`src/rtl/rf_pkg.sv`:
```
// Shared constants and helpers for the regfile_sb register file and its scoreboard.
package rf_pkg;

  localparam int RF_WIDTH = 16;
  localparam int RF_DEPTH = 8;

  // Register contents after reset; sliced to WIDTH (WIDTH <= 64).
  localparam logic [63:0] RF_RST_VAL = 64'h0;

  // Select width for a given depth, never narrower than one bit.
  function automatic int sel_w(input int depth);
    return (depth <= 2) ? 1 : $clog2(depth);
  endfunction

endpackage

```
`src/rtl/rf_scoreboard.sv`:
```
// Per-register pending vector with issue/writeback set/clear and a sticky protocol error flag.
module rf_scoreboard import rf_pkg::*; #(
  parameter int DEPTH = RF_DEPTH,
  parameter int SEL_W = sel_w(DEPTH)
) (
  input  logic             clk,
  input  logic             rst,
  input  logic             issue_en,
  input  logic [SEL_W-1:0] issue_sel,
  input  logic             write_en,
  input  logic [SEL_W-1:0] write_sel,
  output logic [DEPTH-1:0] pend_o,
  output logic             err_o
);

  logic [DEPTH-1:0] pend_q, pend_d;
  logic             err_q, err_d;
  logic [DEPTH-1:0] wr_dec, iss_dec;

  always_comb begin
    wr_dec  = '0;
    iss_dec = '0;
    for (int i = 0; i < DEPTH; i++) begin
      wr_dec[i]  = write_en && (write_sel == SEL_W'(i));
      iss_dec[i] = issue_en && (issue_sel == SEL_W'(i));
    end

    err_d = err_q;
    // An enable with no decoded register means the select was out of range.
    if (write_en && !(|wr_dec))          err_d = 1'b1;
    if (issue_en && !(|iss_dec))         err_d = 1'b1;
    if (|(wr_dec & ~pend_q))             err_d = 1'b1;
    // Re-issue is legal only when the old producer retires in the same cycle.
    if (|(iss_dec & pend_q & ~wr_dec))   err_d = 1'b1;

    pend_d = (pend_q & ~wr_dec) | iss_dec;
  end

  always_ff @(posedge clk or posedge rst) begin
    if (rst) begin
      pend_q <= '0;
      err_q  <= 1'b0;
    end else begin
      pend_q <= pend_d;
      err_q  <= err_d;
    end
  end

  assign pend_o = pend_q;
  assign err_o  = err_q;

endmodule

```
`src/rtl/regfile_sb.sv`:
```
// 1W/2R register file with scoreboard busy outputs.
// Optional same-cycle write-to-read bypass: define REGFILE_SB_BYPASS_EN.
module regfile_sb import rf_pkg::*; #(
  parameter  int WIDTH = RF_WIDTH,
  parameter  int DEPTH = RF_DEPTH,
  localparam int SEL_W = sel_w(DEPTH)
) (
  input  logic             clk,
  input  logic             rst,
  input  logic [SEL_W-1:0] read1RegSel,
  input  logic [SEL_W-1:0] read2RegSel,
  output logic [WIDTH-1:0] read1Data,
  output logic [WIDTH-1:0] read2Data,
  output logic             read1Busy,
  output logic             read2Busy,
  input  logic             writeEn,
  input  logic [SEL_W-1:0] writeRegSel,
  input  logic [WIDTH-1:0] writeData,
  input  logic             issueEn,
  input  logic [SEL_W-1:0] issueRegSel,
  output logic [DEPTH-1:0] pendMask,
  output logic             err
);

`ifdef REGFILE_SB_BYPASS_EN
  localparam bit BYPASS_EN = 1'b1;
`else
  localparam bit BYPASS_EN = 1'b0;
`endif

  logic [WIDTH-1:0] reg_vec [DEPTH];
  logic [DEPTH-1:0] pend;

  rf_scoreboard #(.DEPTH(DEPTH), .SEL_W(SEL_W)) u_sb (
    .clk       (clk),
    .rst       (rst),
    .issue_en  (issueEn),
    .issue_sel (issueRegSel),
    .write_en  (writeEn),
    .write_sel (writeRegSel),
    .pend_o    (pend),
    .err_o     (err)
  );

  for (genvar g = 0; g < DEPTH; g++) begin : g_reg
    logic [WIDTH-1:0] data_q, data_d;

    always_comb begin
      data_d = data_q;
      if (writeEn && (writeRegSel == SEL_W'(g))) data_d = writeData;
    end

    always_ff @(posedge clk or posedge rst) begin
      if (rst) data_q <= RF_RST_VAL[WIDTH-1:0];
      else     data_q <= data_d;
    end

    assign reg_vec[g] = data_q;
  end

  // Out-of-range selects match no register and fall through to 0 / not busy.
  always_comb begin
    read1Data = '0;
    read2Data = '0;
    read1Busy = 1'b0;
    read2Busy = 1'b0;
    for (int i = 0; i < DEPTH; i++) begin
      if (read1RegSel == SEL_W'(i)) begin
        read1Data = reg_vec[i];
        read1Busy = pend[i];
        if (BYPASS_EN && !rst && writeEn && (writeRegSel == SEL_W'(i))) begin
          read1Data = writeData;
          read1Busy = pend[i] & issueEn & (issueRegSel == SEL_W'(i));
        end
      end
      if (read2RegSel == SEL_W'(i)) begin
        read2Data = reg_vec[i];
        read2Busy = pend[i];
        if (BYPASS_EN && !rst && writeEn && (writeRegSel == SEL_W'(i))) begin
          read2Data = writeData;
          read2Busy = pend[i] & issueEn & (issueRegSel == SEL_W'(i));
        end
      end
    end
  end

  assign pendMask = pend;

endmodule

```
`config.mk`:
```
export PLATFORM = sky130hd
export DESIGN_NAME = regfile_sb
export DESIGN_NICKNAME = d
export VERILOG_FILES = /design/src/rtl/rf_pkg.sv /design/src/rtl/rf_scoreboard.sv /design/src/rtl/regfile_sb.sv
export SDC_FILE = /design/constraint.sdc
export NUM_CORES = 1
export LEC_CHECK = 0
export ABC_AREA = 1
export CAP_MARGIN = 20
export CORE_UTILIZATION = 36
export DETAILED_ROUTE_END_ITERATION = 8
export PLACE_DENSITY_LB_ADDON = 0.15
export SYNTH_ARGS = -nofsm -noshare
export SYNTH_HDL_FRONTEND = slang
export SYNTH_SLANG_ARGS = --single-unit
```
`constraint.sdc`:
```
create_clock -name clk -period 5.3 [get_ports clk]
set_clock_uncertainty 0.05 [all_clocks]
set_input_delay 0.795 -clock clk [delete_from_list [all_inputs] [get_ports clk]]
set_output_delay 0.795 -clock clk [all_outputs]
set_load 0.01 [all_outputs]
```
# --- After elaboration in Yosys (flattened, before gate mapping) ---
# Index checks and enable logic that the tools add are counted.
word_totals:
  register_bits: 137
  inputBits: 32
classes:
  eq_ne: 28
  n_mux: 36
  bitwise_logic: 7
  reduce_logical: 29
ops:
  columns: ["operator", "n"]
  rows:
  - ["$mux W16", 16]
  - ["$eq A3 B3 Y1 const B", 16]
  - ["$and A8 B8 Y8", 4]
  - ["$reduce_or A8 Y1", 4]
  - ["$eq A3 B2 Y1 const B", 8]
  - ["$mux W1", 20]
  - ["$logic_and A1 B1 Y1", 18]
  - ["$not A8 Y8", 2]
  - ["$eq A3 B1 Y1 const B", 4]
  - ["$logic_not A3 Y1", 4]
  - ["$or A8 B8 Y8", 1]
  - ["$reduce_bool A4 Y1", 1]
  - ["$logic_not A1 Y1", 2]

# --- Depth between registers and ports, before layout ---
depth:
  word_depth: 9
  depth_mapped: 9
  ltp_nobuf: 9

# --- Hierarchy ---
# From an unflattened synthesis, not the netlist that was laid out.
unflattened:
  hier_cells: 1030
  hier_area_um2: 7566.0
modules_own_cells:
  columns: ["mod", "instances", "cells_per_inst", "area_each_um2", "seq_area_each_um2"]
  rows:
  - ["regfile_sb", 1, 924, 6922.9, 3203.1]
  - ["rf_scoreboard", 1, 106, 643.1, 225.2]

# --- Least setup slack after synthesis ---
# No wires, ideal clock.
synth_timing:
  path_type: "in2out"
  start: "in read1RegSel[1]"
  end: "out read1Data[10]"
  t_arrival_ns: 1.639
  required_time_ns: 4.455
  path_slack_ns: 2.816
  stages: 7
  n_path_buf: 2
  cell_sequence: "buf_6 -> inv_4 -> clkbuf_1 -> nand4_1 -> nand4_1 -> nor2_1 -> nand4_1"
synth_between:
  elab_chain_cells: 9
  word_cells_on_any_way: 16
synth_rtl:
  columns: ["element", "line", "source"]
  rows:
  - ["start: declaration", "regfile_sb.sv:10", "input logic [SEL_W-1:0] read1RegSel,"]
  - ["$logic_not A3 Y1", "regfile_sb.sv:68", "if (read1RegSel == SEL_W'(i)) begin"]
  - ["$mux W16 (7 in a row)", "regfile_sb.sv:68", null]
  - ["$mux W16 (*)", "regfile_sb.sv:68", null]
  - ["end: declaration", "regfile_sb.sv:12", "output logic [WIDTH-1:0] read1Data,"]
# Mark *: on every way between the ends. The rest lies on a longest branch, timed or not.

# --- Worst setup path after layout ---
layout_timing:
  start: "in read1RegSel[2]"
  end: "out read1Data[5]"
# Same word-level chain as after synthesis.

==> metrics <==
Via Count=approximately 7200; post-route DRC violation count=0; nets=1048; Buffers on Ports=between 70 and 80; RSZ-0062 raised after global routing=false; CTS root buffer=clkbuf_16; Seq cells post-synth=about 140; number of synthesis warnings=0; CTS clk-pin slew, worst paths=0.06 ns; relative slew slack=a little under a third; Rows=52; Min-Delay Path Class=flop to flop; final WL=25700 µm; cell area after synthesis=7510 µm²; clock latency at the later pin of the worst-skew pair=0.42 ns; Final Hold Vio Count=0; Synth Net Count=1005; Period Utilization, post-route=80.7%; register area share after synthesis=45.7%; post-CTS setup buffers=0; WS Path Type=input port to primary output; total power per unit cell area=378 nW/µm²; first-pass GRT wire length=40000 µm; share of cells above drive strength 1=7.48%; Min Hold Slack=0.464 ns; total power=0.00338 W; crit path DAT=3.43 ns; antenna cells=0; Die H=between 100 and 150 µm; R2R depth=7; worst-margin pin slew=about 1.0 ns; synth unique cells=25; Die ar.=roughly 21000 µm²; initial DRC count=682; Hold-fix buffers, CTS=0; Final Setup Violations=0; mean number of vias per cell=5.58; initial core utilization=36.9%; Max Root-Sink Buffers=2; final core occ=43.9%; Gate Count Post-Synth=973; post-layout min period=4.28 ns; setup_tns=0 ns; area growth from synthesis to final layout=19.1%; dpl hpwl=16400 µm; largest net degree at the start of global routing=68; status=finished clean; VDD IR-drop max=0.226 mV; worst path required time=4.45 ns; Critical Path Fanout Max=56; grt ovf=0; All-Layer GR Usage=roughly a quarter; die width=146 µm; CP startpoint kind=input port; core area=20400 µm²; TritonCTS Sinks=137; Routability Congestion=0.826; # H-tree levels=4; number of global-route vias before repair=around 6700; post-route ant nets=0; CTS resizes=0; fmax=approximately 230 MHz; initial antenna violation count=0; router iterations before antenna repair=5; CTS tree=yes; Slew Limit Fails=0; Static Leak=between 3 and 4 nW; routed len/inst=19.8 µm; post-synthesis area per instance=7.72 µm²; crit end category=primary output; hold-critical path depth=2; I/O Pins=75; max-cap violation count=0; cts bufs inserted=17
## kinds of logic (layout without fill, tap and decap cells)
group / count (synthesis) / count (layout) / synth area share [%]
simple gates: 574 / 574 / 36.8
compound gates: 137 / 137 / 9.23
flops: 137 / 137 / 45.7
buf+inv: 125 / 181 / 8.25
## power breakdown
group | internal [W] | switching [W] | leakage, nW
Clock | 0.000792 | 0.000490 | 0.297
Sequential | 0.00125 | 0.000163 | 1.68
Combinational | 0.000286 | 0.000404 | 1.86
Total | 0.00232 | 0.00106 | 3.84
## routing by layer
layer / wire length (µm) / GRT usage [%]
met3: 1790 / 4.34
met1: 12300 / 37.1
met5: 0 / 0
met2: 11200 / 35.7
met4: 391 / 7.60
## cells in the final DEF, fill, tap and decap left out, drive strengths merged
cell           Yosys  routed
a21oi             16      16
inv               57      60
clkinvlp           0       3
o21ai            115     115
dfrtp            137     137
nand4            170     170
nor3               9       9
buf               50      22
clkdlybuf4s50      0      70
o22ai              6       6
bufinv             0       4
nand2            247     247
nor2             106     106
nand3             42      42
clkinv             0       4
clkbuf            18      18
## through the flow
step,cell area [µm²],worst slack [ns],cells
final,8940,1.02,1299
after global routing,8940,0.847,1299
after CTS,8940,1.08,1299
after detailed placement,8320,1.09,1267
after global placement,8320,1.11,1267
after floorplan,7510,0.787,973
## cell usage after synthesis (all sizes together)
library cell | count | area share, %
nand2 | 247 | 12
inv | 57 | 3.1
dfrtp | 137 | 46
a21oi | 16 | 1.1
o22ai | 6 | 0.50
nand4 | 170 | 14
nor2 | 106 | 5.9
nor3 | 9 | 1.5
clkbuf | 18 | 0.92
o21ai | 115 | 7.7
buf | 50 | 4.3
nand3 | 42 | 2.8
## worst paths after layout
kind	startpoint	endpoint	slack, ns
setup / recovery	read1RegSel[2]	read1Data[5]	1.02
hold / removal	g_reg[3].data_q[5]$_DFFE_PP0P_	g_reg[3].data_q[5]$_DFFE_PP0P_	0.46
setup reg to reg	u_sb.pend_o[6]$_DFF_PP0_	u_sb.err_o$_DFFE_PP0P_	4.03
hold reg to reg	g_reg[3].data_q[5]$_DFFE_PP0P_	g_reg[3].data_q[5]$_DFFE_PP0P_	0.46
max in group asynchronous	rst	g_reg[7].data_q[10]$_DFFE_PP0P_	3.40
min in group asynchronous	rst	u_sb.pend_o[0]$_DFF_PP0_	0.80
## registers in the layout (all words and copies together), names as in the netlist
signal / count
g.data_q: 128
u_sb.pend_o: 8
u_sb.err_o: 1
## critical path, cell delays in order
cell and delay (ns):
clkdlybuf4s50_1 0.53, inv_2 0.38, nor3_4 0.85, nand2_1 0.13, nand4_1 0.15, clkdlybuf4s50_1 0.54
## layout make-up
cell class | count | area [µm²]
fillers | 2053 | 11400
multi-input cells | 711 | 3460
flip-flops and latches | 137 | 3430
repair buffers | 92 | 856
clock buffers | 18 | 429
well taps | 270 | 338
inverters | 57 | 234
clock inverters | 14 | 196
No activity file was read; power rests on OpenSTA's default activity.
